**src/rtl/ram_responder_pkg.sv**
```systemverilog
// ram_responder shared types and sizes.
// Memory geometry defaults and the responder state encoding.
package ram_responder_pkg;

  localparam int MEMORY_ADDRESS_BITS = 8;
  localparam int MEMORY_DATA_BITS    = 8;

  typedef enum logic [1:0] {
    MEM_CLEAR,
    MEM_LOAD,
    MEM_RUN
  } MemState;

endpackage

```
**src/rtl/ram_responder_ram_1r1w.sv**
```systemverilog
// ram_1r1w: plain storage, one registered read, one write.
// Read-first on same-address collision; no reset on the array.
module ram_1r1w #(
  parameter int AW = 8,
  parameter int DW = 8
) (
  input  logic          clk,
  input  logic          i_rd_en,
  input  logic [AW-1:0] i_rd_addr,
  output logic [DW-1:0] o_rd_data,
  input  logic          i_wr_en,
  input  logic [AW-1:0] i_wr_addr,
  input  logic [DW-1:0] i_wr_data
);

  logic [DW-1:0] r_mem [0:(1<<AW)-1];
  logic [DW-1:0] r_rd_data;

  // array write and registered read; read sees pre-edge contents
  always_ff @(posedge clk) begin
    if (i_wr_en)
      r_mem[i_wr_addr] <= i_wr_data;
    if (i_rd_en)
      r_rd_data <= r_mem[i_rd_addr];
  end

  assign o_rd_data = r_rd_data;

endmodule

```
**src/rtl/ram_responder.sv**
```systemverilog
// ram_responder: clear, host image load, then core read/write service.
// Holds the core in reset until the image has been loaded.
module ram_responder
  import ram_responder_pkg::*;
#(
  parameter int ADDR_BITS = MEMORY_ADDRESS_BITS,
  parameter int DATA_BITS = MEMORY_DATA_BITS
) (
  input  logic                 clk,
  input  logic                 reset,
  input  logic                 rd_ram_en,
  input  logic [ADDR_BITS-1:0] rd_ram_addr,
  output logic [DATA_BITS-1:0] rd_ram_data,
  input  logic                 wr_ram_en,
  input  logic [ADDR_BITS-1:0] wr_ram_addr,
  input  logic [DATA_BITS-1:0] wr_ram_data,
  input  logic                 ld_valid,
  input  logic [DATA_BITS-1:0] ld_data,
  input  logic                 ld_last,
  output logic                 ld_ready,
  output logic [ADDR_BITS:0]   ld_count,
  output logic                 ld_error,
  output logic                 cpu_hold
);

  localparam logic [ADDR_BITS-1:0] LP_PTR_LAST = '1;
  localparam logic [ADDR_BITS-1:0] LP_PTR_ONE  = 1;
  localparam logic [ADDR_BITS:0]   LP_CNT_ONE  = 1;

  MemState              r_state;
  logic [ADDR_BITS-1:0] r_clr_ptr;
  logic [ADDR_BITS-1:0] r_ld_ptr;
  logic [ADDR_BITS:0]   r_ld_count;
  logic                 r_ld_ready;
  logic                 r_ld_error;
  logic                 r_cpu_hold;
  logic                 r_rd_seen;

  logic                 w_ld_xfer;
  logic                 w_rd_en;
  logic                 w_we;
  logic [ADDR_BITS-1:0] w_waddr;
  logic [DATA_BITS-1:0] w_wdata;
  logic [DATA_BITS-1:0] w_rd_q;

  assign w_ld_xfer = ld_valid & r_ld_ready;
  assign w_rd_en   = rd_ram_en & (r_state == MEM_RUN);

  // write-port owner follows the state: clear, loader, or core
  always_comb begin
    w_we    = 1'b0;
    w_waddr = '0;
    w_wdata = '0;
    case (r_state)
      MEM_CLEAR: begin
        w_we    = 1'b1;
        w_waddr = r_clr_ptr;
      end
      MEM_LOAD: begin
        w_we    = w_ld_xfer;
        w_waddr = r_ld_ptr;
        w_wdata = ld_data;
      end
      MEM_RUN: begin
        w_we    = wr_ram_en;
        w_waddr = wr_ram_addr;
        w_wdata = wr_ram_data;
      end
      default: ;
    endcase
  end

  // sequencer: clear sweep, load handshake, then run until reset
  always_ff @(posedge clk) begin
    if (reset) begin
      r_state    <= MEM_CLEAR;
      r_clr_ptr  <= '0;
      r_ld_ptr   <= '0;
      r_ld_count <= '0;
      r_ld_ready <= 1'b0;
      r_ld_error <= 1'b0;
      r_cpu_hold <= 1'b1;
      r_rd_seen  <= 1'b0;
    end else begin
      case (r_state)
        MEM_CLEAR: begin
          r_clr_ptr <= r_clr_ptr + LP_PTR_ONE;
          if (r_clr_ptr == LP_PTR_LAST) begin
            r_state    <= MEM_LOAD;
            r_ld_ready <= 1'b1;
          end
        end
        MEM_LOAD: begin
          if (w_ld_xfer) begin
            r_ld_ptr   <= r_ld_ptr + LP_PTR_ONE;
            r_ld_count <= r_ld_count + LP_CNT_ONE;
            if (ld_last || r_ld_ptr == LP_PTR_LAST) begin
              r_state    <= MEM_RUN;
              r_ld_ready <= 1'b0;
              r_cpu_hold <= 1'b0;
              r_ld_error <= ~ld_last;
            end
          end
        end
        MEM_RUN: begin
          if (rd_ram_en)
            r_rd_seen <= 1'b1;
        end
        default: r_state <= MEM_CLEAR;
      endcase
    end
  end

  ram_1r1w #(
    .AW(ADDR_BITS),
    .DW(DATA_BITS)
  ) u_ram (
    .clk      (clk),
    .i_rd_en  (w_rd_en),
    .i_rd_addr(rd_ram_addr),
    .o_rd_data(w_rd_q),
    .i_wr_en  (w_we),
    .i_wr_addr(w_waddr),
    .i_wr_data(w_wdata)
  );

  // read register has no reset; mask it until the first run read
  assign rd_ram_data = r_rd_seen ? w_rd_q : '0;
  assign ld_ready    = r_ld_ready;
  assign ld_count    = r_ld_count;
  assign ld_error    = r_ld_error;
  assign cpu_hold    = r_cpu_hold;

endmodule

```
**config.mk**
```make
export PLATFORM = sky130hd
export DESIGN_NAME = ram_responder
export DESIGN_NICKNAME = d
export VERILOG_FILES = /design/src/rtl/ram_responder_pkg.sv /design/src/rtl/ram_responder_ram_1r1w.sv /design/src/rtl/ram_responder.sv
export SDC_FILE = /design/constraint.sdc
export NUM_CORES = 2
export LEC_CHECK = 0
export BUFFER_PORTS_ARGS = -buffer_cell sky130_fd_sc_hd__buf_4
export CORE_MARGIN = 2
export CORE_UTILIZATION = 51
export DETAILED_ROUTE_END_ITERATION = 10
export MAX_ROUTING_LAYER = met4
export PLACE_DENSITY_LB_ADDON = 0.15
export SYNTH_ARGS = -nofsm -noshare
export SYNTH_HDL_FRONTEND = slang
export SYNTH_SLANG_ARGS = --single-unit
```
**constraint.sdc**
```tcl
create_clock -name clk -period 10 [get_ports clk]
set_input_delay 0.5 -clock clk [delete_from_list [all_inputs] [get_ports clk]]
set_output_delay 0.5 -clock clk [all_outputs]
set_load 0.1 [all_outputs]
```
==> qor.txt <==
run status = complete, no violations
Psw = 3.61 mW
Final Max Tran Viols = 0
cell-internal power = 14.0 mW
Synth Cell Area = 0.0815 sq mm
Final HPWL DP = 119 mm
CTS buffer count = 207
FF-to-FF setup slack = 4770 ps
Layout Cell Area excl Fill = 0.0906 sq mm
CTS tree = yes
Detailed Routing Iterations Pass 1 = 8
DR iter-0 viols = 4,877
fraction of the yosys area taken by sequential cells = 0.765
total track usage = 0.256
largest net degree at the start of global routing = 196
global-route wire length before repair = 290 mm
Area after DPL = 0.0839 sq mm
Routed WL = 201 mm
TNS Setup = 0 ps
Rel. slew slack = 0.0554
Slew @ Worst Pin = 1410 ps
Req. time, crit path = 10,460 ps
Lkg Pwr = 33.2 nW
Filler Cell Count = 11,769
CP endpoint kind = flip-flop
num rows = 146
final RePlAce weighted congestion = 0.867
die width = 404 um
Peak VDD IR = 216 uV
Flop pwr share = 0.537
Power per Cell Area = 195 mW/mm^2
Max-Cap Viols = 0
WS Path Type = flip-flop to flip-flop
Logic pwr share = 0.027
Min-Delay Path Class = input pin to flip-flop
Reg clk slew, reported paths = 60 ps
switching share of power = 0.205
Layout Nets = 4,202
clk_lat worst skew = 850 ps
most common cell after layout, fill and taps aside = edfxtp_1
initial antenna violation count = 6
Setup-failing EPs final = 0
Vias/cell = 6.31
post-DR wirelength/cell = 31.4 um
area grow syn2layout = 11.1%
Final Util = 0.571
antenna-violating nets left = 0
Min Clock Period, post-route = 5230 ps
Synth cell types = 64
height of the die = 404 um
Worst R2R Path Depth = 8
DRC Markers = 0
via count = 40,375
Main synth FF type = edfxtp_1
Die ar. = 0.163 sq mm
layout cells sized above 1 = 0.204
crit path DAT = 5690 ps
Tcrit/Tclk final = 0.523
unrepaired setup endpoints after global routing = false
Avg Cell Area, Syn = 20.1 sq um
pre-CTS setup slack = 4850 ps
Yosys warnings = 0
initial core utilization = 0.514
clock sink count = 2,087
final number of hold-violating endpoints = 0
hold path cells = 2
CTS Root Cell = clkbuf_16
Post-synth EDFFs = 2,056
vias in the first global route = 40,172
H-Tree Depth = 4
Post-Syn Instances = 4,051
#FFs+latches synth = 2,087
Post-synth ARST share = 0
Setup Skew = 29.4 ps
Buffers on Ports = 57
Core Area = 0.159 sq mm
clock network power share = 0.436
worst-path fanout max = 20
maximum clock path buffer count = 3
Overflow after GRT = 0
most frequent cells in the layout = 2,056 x edfxtp_1, 410 x mux4_2, 322 x nor2_1
io pins = 58
Fmax = 191 MHz
syn_nets = 4,098
final worst slack = 4770 ps
Startpoint Class = flip-flop
[power groups by stage]
stage | combinational, mW | sequential, mW | clock, mW
after floorplan | 0.320 | 9.67 | 0
after global placement | 0.479 | 9.66 | 0
after detailed placement | 0.479 | 9.66 | 0
after CTS | 0.480 | 9.48 | 7.77
after global routing | 0.500 | 9.47 | 8.12
final | 0.478 | 9.48 | 7.68
[path summary, 6_finish.rpt]
check | startpoint | endpoint
max | r_state[1]$_SDFFE_PP0P_ | u_ram.r_mem[23][5]$_DFFE_PP_
min | reset | ld_count[8]$_SDFFE_PP0P_
max reg2reg | r_state[1]$_SDFFE_PP0P_ | u_ram.r_mem[23][5]$_DFFE_PP_
min reg2reg | cpu_hold$_SDFFE_PP1P_ | cpu_hold$_SDFFE_PP1P_
[cells in the mapped netlist (31+ instances only)]
master | count | area share
a21oi_1 | 101 | 0.0062
a22oi_1 | 159 | 0.015
buf_2 | 70 | 0.0043
clkbuf_1 | 93 | 0.0043
dfxtp_1 | 31 | 0.0076
edfxtp_1 | 2056 | 0.76
mux2i_1 | 187 | 0.023
mux4_2 | 410 | 0.11
nand2_1 | 100 | 0.0046
nor2_1 | 324 | 0.015
o21ai_0 | 35 | 0.0021
o221ai_1 | 38 | 0.0041
[cell type report]
cell class                 count  area, sq um  area share
timing repair buffer         138         1170      0.0129
multi-input combinational   1713        17700       0.196
tap                         2072         2590      0.0286
antenna                        3         7.51   0.0000829
clock inverter               135         1300      0.0144
sequential                  2087        62400       0.688
clock buffer                 242         5380      0.0593
inverter                       8         30.0    0.000332
[critical path, stage by stage (launching register included)]
cell and delay [ps]:
dfxtp_1 340, inv_1 140, ha_1 610, and3_1 580, a211oi_1 240, nor2_1 780, nand3_1 940, buf_4 530
nor2_1 690
[timing repair]
item	CTS	global route
resized for setup	0	0
endpoints found under the hold margin	1	0
buffers inserted	0	0
hold buffers	1	0
[flip-flops by register name (all words and copies together) (netlist names)]
| signal | flops |
|---|---|
| r_ld_ptr | 8 |
| r_state | 2 |
| r_clr_ptr | 8 |
| u_ram.o_rd_data | 8 |
| cpu_hold | 1 |
| ld_error | 1 |
| r_rd_seen | 1 |
| ld_count | 9 |
| ld_ready | 1 |
| u_ram.r_mem | 2048 |
[metrics by stage]
| step | power [mW] | hold slack (ps) | instances |
|---|---|---|---|
| 2_1_floorplan | 9.99 | 471 | 4051 |
| 3_3_place_gp | 10.1 | 439 | 6016 |
| 3_5_place_dp | 10.1 | 446 | 6016 |
| 4_1_cts | 17.7 | 9.55 | 6394 |
| 5_1_grt | 18.1 | 43.5 | 6397 |
| 6_report | 17.6 | 59.1 | 6398 |
[logic make-up (layout without fill, tap and decap cells)]
family | after synthesis | after routing | synth area share
AOI/OAI and AO/OA | 504 | 504 | 0.0441
xor gates and xnor gates | 17 | 17 | 0.00183
adders and majority gates | 9 | 9 | 0.00138
buffers and inverters | 251 | 523 | 0.0191
DFF | 2087 | 2087 | 0.765
muxes | 609 | 609 | 0.138
other | 0 | 3 | 0
and+or+nand+nor | 574 | 574 | 0.0311
[layer usage]
| metal | wire length [um] | vias to the layer above | part of all wire | track usage |
|---|---|---|---|---|
| met5 | 0 | - | 0 | - |
| met4 | 5130 | 0 | 0.026 | 0.0716 |
| met3 | 16000 | 298 | 0.080 | 0.0398 |
| met2 | 95900 | 1709 | 0.48 | 0.388 |
| met1 | 83900 | 21356 | 0.42 | 0.365 |
| li1 | - | 17012 | - | - |
No activity file was read; power rests on OpenSTA's default activity.
